==> config.mk <==
export PLATFORM = sky130hd
export DESIGN_NAME = cam_trans_driver
export DESIGN_NICKNAME = d
export VERILOG_FILES = /design/src/rtl/cam_trans_driver.sv
export SDC_FILE = /design/constraint.sdc
export NUM_CORES = 1
export LEC_CHECK = 0
export BUFFER_PORTS_ARGS = -buffer_cell sky130_fd_sc_hd__clkbuf_2
export CAP_MARGIN = 0
export CORE_MARGIN = 2
export CORE_UTILIZATION = 61
export CTS_CLUSTER_DIAMETER = 150
export DETAILED_ROUTE_END_ITERATION = 10
export GPL_ROUTABILITY_DRIVEN = 1
export MAX_ROUTING_LAYER = met4
export PLACE_DENSITY_LB_ADDON = 0.3
export SLEW_MARGIN = 0
export SYNTH_ARGS = -nofsm -noshare
export SYNTH_HDL_FRONTEND = slang
export SYNTH_SLANG_ARGS = --single-unit
==> constraint.sdc <==
create_clock -name clk_i -period 20.1 [get_ports clk_i]
set_input_delay 4.02 -clock clk_i [delete_from_list [all_inputs] [get_ports clk_i]]
set_output_delay 4.02 -clock clk_i [all_outputs]
set_load 0.02 [all_outputs]
==> src/rtl/cam_trans_driver.sv <==
`default_nettype none
// ============================================================================
// Module      : cam_trans_driver
// Description : Queues CAM commands in a small FIFO and runs them one at a
//               time through a WRITE / READ / RESET sequence. Each completed
//               command produces a response record stamped with a logical
//               time. READ hits and misses are counted.
// Revision    : 1.0 - initial release
// ============================================================================
module cam_trans_driver #(
    parameter int KEY_W      = 16,
    parameter int VAL_W      = 16,
    parameter int FIFO_DEPTH = 4,   // power of two, at least 2
    parameter int RST_CYCLES = 2
) (
    input  logic             clk_i,
    input  logic             rst_i,
    // command side
    input  logic             cmd_valid_i,
    output logic             cmd_ready_o,
    input  logic [1:0]       cmd_type_i,
    input  logic [KEY_W-1:0] cmd_key_i,
    input  logic [VAL_W-1:0] cmd_wdata_i,
    // CAM side
    output logic             cam_write_o,
    output logic             cam_read_o,
    output logic             cam_rst_o,
    output logic [KEY_W-1:0] cam_key_o,
    output logic [VAL_W-1:0] cam_wdata_o,
    input  logic [VAL_W-1:0] cam_rdata_i,
    input  logic             cam_valid_i,
    // response side
    output logic             rsp_valid_o,
    input  logic             rsp_ready_i,
    output logic [1:0]       rsp_type_o,
    output logic [KEY_W-1:0] rsp_key_o,
    output logic [VAL_W-1:0] rsp_wdata_o,
    output logic [VAL_W-1:0] rsp_rdata_o,
    output logic             rsp_hit_o,
    output logic [31:0]      rsp_ltime_o,
    output logic [15:0]      hit_cnt_o,
    output logic [15:0]      miss_cnt_o
);

    localparam int c_PTR_W = $clog2(FIFO_DEPTH);
    localparam int c_CNT_W = $clog2(FIFO_DEPTH + 1);

    localparam logic [1:0] c_CMD_NONE  = 2'd0;
    localparam logic [1:0] c_CMD_WRITE = 2'd1;
    localparam logic [1:0] c_CMD_READ  = 2'd2;
    localparam logic [1:0] c_CMD_RESET = 2'd3;

    localparam logic [2:0] c_S_IDLE    = 3'd0;
    localparam logic [2:0] c_S_ISSUE   = 3'd1;
    localparam logic [2:0] c_S_CAPTURE = 3'd2;
    localparam logic [2:0] c_S_RSTHOLD = 3'd3;
    localparam logic [2:0] c_S_RESP    = 3'd4;

    // ------------------------------------------------------------------------
    // Command FIFO
    // ------------------------------------------------------------------------
    logic [1:0]         r_fifo_type  [FIFO_DEPTH];
    logic [KEY_W-1:0]   r_fifo_key   [FIFO_DEPTH];
    logic [VAL_W-1:0]   r_fifo_wdata [FIFO_DEPTH];
    logic [c_PTR_W-1:0] r_wr_ptr;
    logic [c_PTR_W-1:0] r_rd_ptr;
    logic [c_CNT_W-1:0] r_count;

    logic [2:0]         r_state;
    logic               w_full;
    logic               w_empty;
    logic               w_push;
    logic               w_pop;
    logic [1:0]         w_head_type;
    logic [KEY_W-1:0]   w_head_key;
    logic [VAL_W-1:0]   w_head_wdata;

    assign w_full       = (r_count == c_CNT_W'(FIFO_DEPTH));
    assign w_empty      = (r_count == '0);
    // Ready depends only on occupancy, so a full FIFO never takes a push even
    // when the head is popped in the same cycle.
    assign w_push       = cmd_valid_i && !w_full;
    // Every head entry, NONE included, leaves the FIFO from IDLE.
    assign w_pop        = (r_state == c_S_IDLE) && !w_empty;
    assign w_head_type  = r_fifo_type[r_rd_ptr];
    assign w_head_key   = r_fifo_key[r_rd_ptr];
    assign w_head_wdata = r_fifo_wdata[r_rd_ptr];
    assign cmd_ready_o  = !w_full;

    // FIFO storage; contents need no reset since occupancy guards them
    always_ff @(posedge clk_i) begin
        if (w_push) begin
            r_fifo_type[r_wr_ptr]  <= cmd_type_i;
            r_fifo_key[r_wr_ptr]   <= cmd_key_i;
            r_fifo_wdata[r_wr_ptr] <= cmd_wdata_i;
        end
    end

    // FIFO pointers and occupancy
    always_ff @(posedge clk_i or posedge rst_i) begin
        if (rst_i) begin
            r_wr_ptr <= '0;
            r_rd_ptr <= '0;
            r_count  <= '0;
        end else begin
            if (w_push) r_wr_ptr <= r_wr_ptr + c_PTR_W'(1);
            if (w_pop)  r_rd_ptr <= r_rd_ptr + c_PTR_W'(1);
            case ({w_push, w_pop})
                2'b10:   r_count <= r_count + c_CNT_W'(1);
                2'b01:   r_count <= r_count - c_CNT_W'(1);
                default: r_count <= r_count;
            endcase
        end
    end

    // ------------------------------------------------------------------------
    // Transaction sequencer
    // ------------------------------------------------------------------------
    logic [1:0]       r_type;
    logic [KEY_W-1:0] r_key;
    logic [VAL_W-1:0] r_wdata;
    logic [VAL_W-1:0] r_rdata;
    logic             r_hit;
    logic [31:0]      r_ltime;
    logic [31:0]      r_rsp_ltime;
    logic [31:0]      r_rst_left;
    logic [15:0]      r_hit_cnt;
    logic [15:0]      r_miss_cnt;
    logic             r_cam_write;
    logic             r_cam_read;
    logic             r_cam_rst;
    logic             r_rsp_valid;

    // Sequencer: strobes are set on entry to ISSUE so they are registered
    always_ff @(posedge clk_i or posedge rst_i) begin
        if (rst_i) begin
            r_state     <= c_S_IDLE;
            r_type      <= c_CMD_NONE;
            r_key       <= '0;
            r_wdata     <= '0;
            r_rdata     <= '0;
            r_hit       <= 1'b0;
            r_ltime     <= '0;
            r_rsp_ltime <= '0;
            r_rst_left  <= '0;
            r_hit_cnt   <= '0;
            r_miss_cnt  <= '0;
            r_cam_write <= 1'b0;
            r_cam_read  <= 1'b0;
            r_cam_rst   <= 1'b0;
            r_rsp_valid <= 1'b0;
        end else begin
            case (r_state)
                c_S_IDLE: begin
                    if (!w_empty && (w_head_type != c_CMD_NONE)) begin
                        r_type      <= w_head_type;
                        r_key       <= w_head_key;
                        r_wdata     <= w_head_wdata;
                        r_rdata     <= '0;
                        r_hit       <= 1'b0;
                        r_cam_write <= (w_head_type == c_CMD_WRITE);
                        r_cam_read  <= (w_head_type == c_CMD_READ);
                        r_cam_rst   <= (w_head_type == c_CMD_RESET);
                        r_state     <= c_S_ISSUE;
                    end
                end
                c_S_ISSUE: begin
                    r_rsp_ltime <= r_ltime;
                    r_ltime     <= r_ltime + 32'd1;
                    r_cam_write <= 1'b0;
                    r_cam_read  <= 1'b0;
                    case (r_type)
                        c_CMD_READ: r_state <= c_S_CAPTURE;
                        c_CMD_RESET: begin
                            // The ISSUE cycle is the first cycle of the pulse.
                            if (RST_CYCLES > 1) begin
                                r_rst_left <= 32'(RST_CYCLES - 2);
                                r_state    <= c_S_RSTHOLD;
                            end else begin
                                r_cam_rst   <= 1'b0;
                                r_rsp_valid <= 1'b1;
                                r_state     <= c_S_RESP;
                            end
                        end
                        default: begin
                            r_rsp_valid <= 1'b1;
                            r_state     <= c_S_RESP;
                        end
                    endcase
                end
                c_S_CAPTURE: begin
                    r_rdata <= cam_rdata_i;
                    r_hit   <= cam_valid_i;
                    if (cam_valid_i) begin
                        if (r_hit_cnt != 16'hFFFF) r_hit_cnt <= r_hit_cnt + 16'd1;
                    end else begin
                        if (r_miss_cnt != 16'hFFFF) r_miss_cnt <= r_miss_cnt + 16'd1;
                    end
                    r_rsp_valid <= 1'b1;
                    r_state     <= c_S_RESP;
                end
                c_S_RSTHOLD: begin
                    if (r_rst_left == 32'd0) begin
                        r_cam_rst   <= 1'b0;
                        r_rsp_valid <= 1'b1;
                        r_state     <= c_S_RESP;
                    end else begin
                        r_rst_left <= r_rst_left - 32'd1;
                    end
                end
                c_S_RESP: begin
                    if (rsp_ready_i) begin
                        r_rsp_valid <= 1'b0;
                        r_state     <= c_S_IDLE;
                    end
                end
                default: begin
                    r_cam_write <= 1'b0;
                    r_cam_read  <= 1'b0;
                    r_cam_rst   <= 1'b0;
                    r_rsp_valid <= 1'b0;
                    r_state     <= c_S_IDLE;
                end
            endcase
        end
    end

    assign cam_write_o = r_cam_write;
    assign cam_read_o  = r_cam_read;
    assign cam_rst_o   = r_cam_rst;
    assign cam_key_o   = r_key;
    assign cam_wdata_o = r_wdata;

    assign rsp_valid_o = r_rsp_valid;
    assign rsp_type_o  = r_type;
    assign rsp_key_o   = r_key;
    assign rsp_wdata_o = r_wdata;
    assign rsp_rdata_o = r_rdata;
    assign rsp_hit_o   = r_hit;
    assign rsp_ltime_o = r_rsp_ltime;
    assign hit_cnt_o   = r_hit_cnt;
    assign miss_cnt_o  = r_miss_cnt;

endmodule
`default_nettype wire

# --- Word-level counts from Yosys, hierarchy flattened ---
# Memory sizes are Yosys's and may differ from the RTL's. A register that Yosys moved wholly into a read port is not among the register bits.
# Cells that the tools add are included.
# Widths: inputs -> output; s select.
word_totals:
  regBits: 161
  mem_bits_rw: 136
  in_bits: 55
  output_inout_bits: 152
  elab_cells: 101
  memories: 3
op_classes:
  addsub: 8
  eq_ne: 20
  mux: 26
  n_bitwise: 4
  n_reduce_logical: 24
mem_list:
  columns: ["name", "words", "word_bits", "rd", "rd_ports_with_merged_regs", "wr", "line_no", "source"]
  rows:
  - ["r_fifo_key", 4, 16, 1, 1, 1, "63", "logic [KEY_W-1:0] r_fifo_key [FIFO_DEPTH];"]
  - ["r_fifo_wdata", 4, 16, 1, 1, 1, "64", "logic [VAL_W-1:0] r_fifo_wdata [FIFO_DEPTH];"]
  - ["r_fifo_type", 4, 2, 1, 0, 1, "62", "logic [1:0] r_fifo_type [FIFO_DEPTH];"]
op_table:
  columns: ["cell", "n"]
  rows:
  - ["$mux 32", 2]
  - ["$pmux 32 s2", 1]
  - ["$add 16x1->16 const B", 2]
  - ["$add 32x1->32 const B", 1]
  - ["$logic_not 32->1", 1]
  - ["$ne 16x16->1 const B", 2]
  - ["$pmux 16 s2", 1]
  - ["$sub 32x1->32 const B", 1]
  - ["$mux 16", 1]
  - ["$pmux 3 s5", 1]
  - ["$reduce_and 3->1", 5]
  - ["$pmux 3 s2", 2]
  - ["$eq 2x2->1 const B", 5]
  - ["$mux 1", 10]
  - ["$ne 2x2->1 const B", 5]
  - ["$mux 3", 3]
  - ["$reduce_bool 2->1", 4]
  - ["$eq 3x2->1 const B", 2]
  - ["$eq 3x3->1 const B", 2]
  - ["$logic_not 3->1", 2]
  - ["$pmux 1 s2", 3]
  - ["$reduce_and 2->1", 3]
  - ["$reduce_or 3->1", 2]
  - ["$pmux 1 s5", 1]
  - ["12 further kinds", 20]

# --- Logic depth before layout (Yosys ltp) ---
depth:
  word_depth: 5
  ltp_mapped: 10

# --- Least setup slack after synthesis ---
# No wires, ideal clock.
synth_timing:
  kind: "input -> register"
  from: "in cam_valid_i"
  to: "reg r_hit_cnt[12] (netlist: hit_cnt_o[12])"
  setup_ns: 0.131
  arrival_ns: 5.200
  required_ns: 19.969
  setup_slack_ns: 14.769
  path_stages: 5
  n_path_buf: 0
  path_cell_list: "nor4bb_1 > nand3_1 > nor3_1 > nand3_1 > xnor2_1"
synth_via:
  elab_chain_cells: 1
synth_lines:
  columns: ["item", "line_no", "source"]
  rows:
  - ["start, declared", "31", "input logic cam_valid_i,"]
  - ["$reduce_and 3->1 (no line)", null, null]
  - ["end signal, assigned", "195", "if (r_hit_cnt != 16'hFFFF) r_hit_cnt <= r_hit_cnt + 16'd1;"]
  - ["end, declared", "127", "logic [15:0] r_hit_cnt;"]
# Every way passes these cells.
# A chain may end at the register's enable or synchronous reset.

# --- Final worst setup path ---
layout_timing:
  from: "reg r_count[0]"
  to: "out cmd_ready_o"
layout_via:
  elab_chain_cells: 2
layout_lines:
  columns: ["item", "line_no", "source"]
  rows:
  - ["start, declared", "67", "logic [c_CNT_W-1:0] r_count;"]
  - ["start signal, assigned", "109", "2'b10: r_count <= r_count + c_CNT_W'(1);"]
  - ["start signal, assigned", "110", "2'b01: r_count <= r_count - c_CNT_W'(1);"]
  - ["start signal, assigned", "111", "default: r_count <= r_count;"]
  - ["$eq 3x3->1", "78", "assign w_full = (r_count == c_CNT_W'(FIFO_DEPTH));"]
  - ["$logic_not 1->1", "88", "assign cmd_ready_o = !w_full;"]
  - ["end, declared", "20", "output logic cmd_ready_o,"]
# Every way passes these cells.

==> results by group <==
Placed design
  – Dpl ws: between 10,000 and 15,000 ps
  – IO Port Bufs: 206
  – RePlAce Congestion: just over 0.8
  – Placed cell count: ~1.4k
  – HPWL Detailed: 17,600 um

Hold path
  – HP Class: flop to flop

Layout
  – Final nets: between 1k and 1.5k
  – Layout cells sized above 1: about 33%
  – Area Overhead vs Synth: 16.2%
  – # diodes: 0
  – Fillers: roughly 1.4k
  – Layout Cells excl Fill: 1,450
  – Core Util, Final: approximately 73%

Timing
  – Final period util: around 27%
  – Final Max Tran Viols: 0
  – Worst Skew: 14.6 ps
  – Final hold slack: 493 ps
  – RSZ-0062 raised after global routing: false
  – Max Clk Rate: between 0.15 and 0.2 GHz
  – Worst setup margin: roughly 15,000 ps
  – Relative slew slack: about a fifth
  – Final-report hold violation count: 0
  – Final Critical Period: approximately 5400 ps
  – Worst Max-Slew Pin Slew: around 1200 ps
  – Final setup violation count: 0
  – Setup TNS: 0 ps

Synthesis
  – Cell taking the most area after synthesis: dfrtp_1
  – Syn_nets: between 1k and 1.5k
  – Synth Cell Area: 13,800 um2
  – Mean post-synth cell area: between 10 and 15 um2
  – Synth cell types: 60
  – Leading post-synthesis cells by cell area: dfrtp_1, edfxtp_1, mux2_2
  – Yosys top cell area share: approximately a third
  – Sequential element share of the synthesized area: approximately two thirds
  – Post-Synthesis Cells: roughly 960
  – Post-synth EDFFs: 136
  – Top FF cell, synth: dfrtp_1
  – Ys async rst share: 58.7%
  – #FFs+latches synth: around 330
  – Yosys warning total: 0

Drt
  – Final WL: about 28,000 um
  – Iteration-0 DRC count of the detailed router: about 580
  – Total number of vias: about 8.4k
  – DRC viols: 0
  – Routed Antenna Nets: 0
  – Routed length per instance: approximately 19 um
  – Via/cell ratio: 5.83
  – DRT Pass-1 Iters: 5

Critical path
  – Worst EP arrival: 1420 ps
  – CP required: 16,080 ps
  – Element type at the critical path end: output pin
  – CP max FO: 6
  – Kind of critical path: flop to output pin
  – CP startpoint kind: flop
  – Reg2reg setup slack: around 17,000 ps

Clock network
  – Post-CTS Hold Fix Bufs: 0
  – Sink Count: between 300 and 400
  – CTS tree: yes
  – CTS root buffer: clkbuf_16
  – Post-CTS sizing: 0
  – Reg clk slew, reported paths: ~60 ps
  – Worst skew pair latency: between 500 and 600 ps
  – CTS buffer count: 34
  – H-tree depth: 2
  – CTS Buffer Depth: 3
  – # Post-CTS Setup Buffers: 0

Global routing
  – Grt total ovfl: 0
  – Global Route Usage Sum: 24.7%
  – Antenna violations before repair: 0
  – Vias in the first global route: between 8k and 9k
  – First-pass GRT wire length: roughly 45,000 um
  – Largest net degree at the start of global routing: approximately 120

Floorplan
  – I/O pin count: slightly above 200
  – Overall die area: 23,800 um2
  – Die height: between 150 and 200 um
  – Initial Utilization: 62.7%
  – Chip Width: around 150 um
  – Core area: roughly 22,000 um2
  – Row count: 54

Run status
  – Run status: completed

Power
  – Pleak: slightly above 7 nW
  – PwrDens: around 140 nW/um2
  – Peak VDD IR: roughly 0.12 mV

Job
  – Number of max-cap violations: 0
## state kept, by name, summed over array words and instances, names as in the netlist, 3 cells and up
| signal | cells |
|---|---|
| r_rst_left | 32 |
| r_state | 3 |
| cam_key_o | 16 |
| cam_wdata_o | 16 |
| miss_cnt_o | 16 |
| r_count | 3 |
| hit_cnt_o | 16 |
| r_fifo_wdata | 64 |
| rsp_rdata_o | 16 |
| r_ltime | 32 |
| rsp_ltime_o | 32 |
| r_fifo_type | 8 |
| r_fifo_key | 64 |
## layout make-up
class	count	area (um2)	share of cell area, %
Timing Repair Buffer	213	1080	6.77
Multi-Input combinational cell	551	4400	27.5
Inverter	16	67.6	0.422
Tap cell	280	350	2.19
Clock inverter	12	180	1.13
Clock buffer	49	997	6.23
Sequential cell	329	8920	55.7
## cell usage after synthesis (5+ instances only)
| cell | count |
|---|---|
| or4_1 | 21 |
| mux4_2 | 34 |
| nand3_1 | 47 |
| nand4_1 | 26 |
| nand2_1 | 74 |
| o21ai_0 | 5 |
| and3_1 | 16 |
| mux2_2 | 68 |
| inv_1 | 16 |
| and2_1 | 7 |
| nor2_1 | 33 |
| edfxtp_1 | 136 |
| mux2i_1 | 5 |
| clkbuf_1 | 21 |
| o21ai_1 | 6 |
| buf_4 | 32 |
| xnor2_1 | 44 |
| or3_1 | 15 |
| o31ai_1 | 10 |
| dfrtp_1 | 193 |
| ha_1 | 9 |
| buf_2 | 8 |
| nor4_1 | 8 |
| xor2_1 | 25 |
| a21oi_1 | 27 |
| and4_1 | 7 |
| nor3_1 | 14 |
## critical path, cell delays in order (launching register included)
cell and delay (ps):
dfrtp_1 410, inv_1 100, nand3_1 180, clkbuf_2 220
## worst paths after layout
check,startpoint,end,depth (start not counted)
worst max-delay path,r_count[0],cmd_ready_o,3
worst min-delay path,r_ltime[29],r_ltime[29],1
worst max register to register,r_state[0],r_rst_left[24],5
worst min register to register,r_ltime[29],r_ltime[29],1
max in group asynchronous,rst_i,miss_cnt_o[10],3
min in group asynchronous,rst_i,rsp_rdata_o[11],2
## layer usage
metal	vias up	track usage, %	part of all wire (%)
met3	61	4.74	5.1
li1	3911	-	-
met2	227	39.3	49
met1	4248	32.7	43
met5	-	-	0
met4	0	8.11	2.9
## per-stage QoR
| stage | total power [mW] | area (um2) |
|---|---|---|
| CTS | 2.30 | 16000 |
| detailed placement | 1.64 | 14800 |
| floorplan | 1.46 | 13800 |
| global route | 2.39 | 16000 |
| finish | 2.28 | 16000 |
| global placement | 1.62 | 14800 |
## layout by cell type, fill, tap and decap left out, types with 33 or more instances in the layout
| cell | count |
|---|---|
| clkbuf_16 | 34 |
| nand2_1 | 74 |
| mux4_2 | 34 |
| nor2_1 | 33 |
| nand3_1 | 47 |
| clkbuf_2 | 206 |
| dfrtp_1 | 191 |
| xnor2_1 | 44 |
| mux2_2 | 68 |
| edfxtp_1 | 136 |
## kinds of logic (layout without fill, tap and decap cells)
kind of cell,Yosys count,in the layout,share of synthesized area (%)
AO/OA/AOI/OAI,73,73,3.45
XOR/XNOR,69,69,4.39
adder cells (fa/ha/maj),10,10,0.963
buffers and inverters,84,290,3.40
flip-flops,329,329,64.7
multiplexers,107,107,11.5
AND/OR/NAND/NOR,292,292,11.6
## power breakdown
group	total, mW	internal (mW)	switching, mW
logic	0.676	0.283	0.393
registers	0.953	0.845	0.107
clock network	0.652	0.398	0.254
Note: power is estimated with default switching activity, not from simulation.
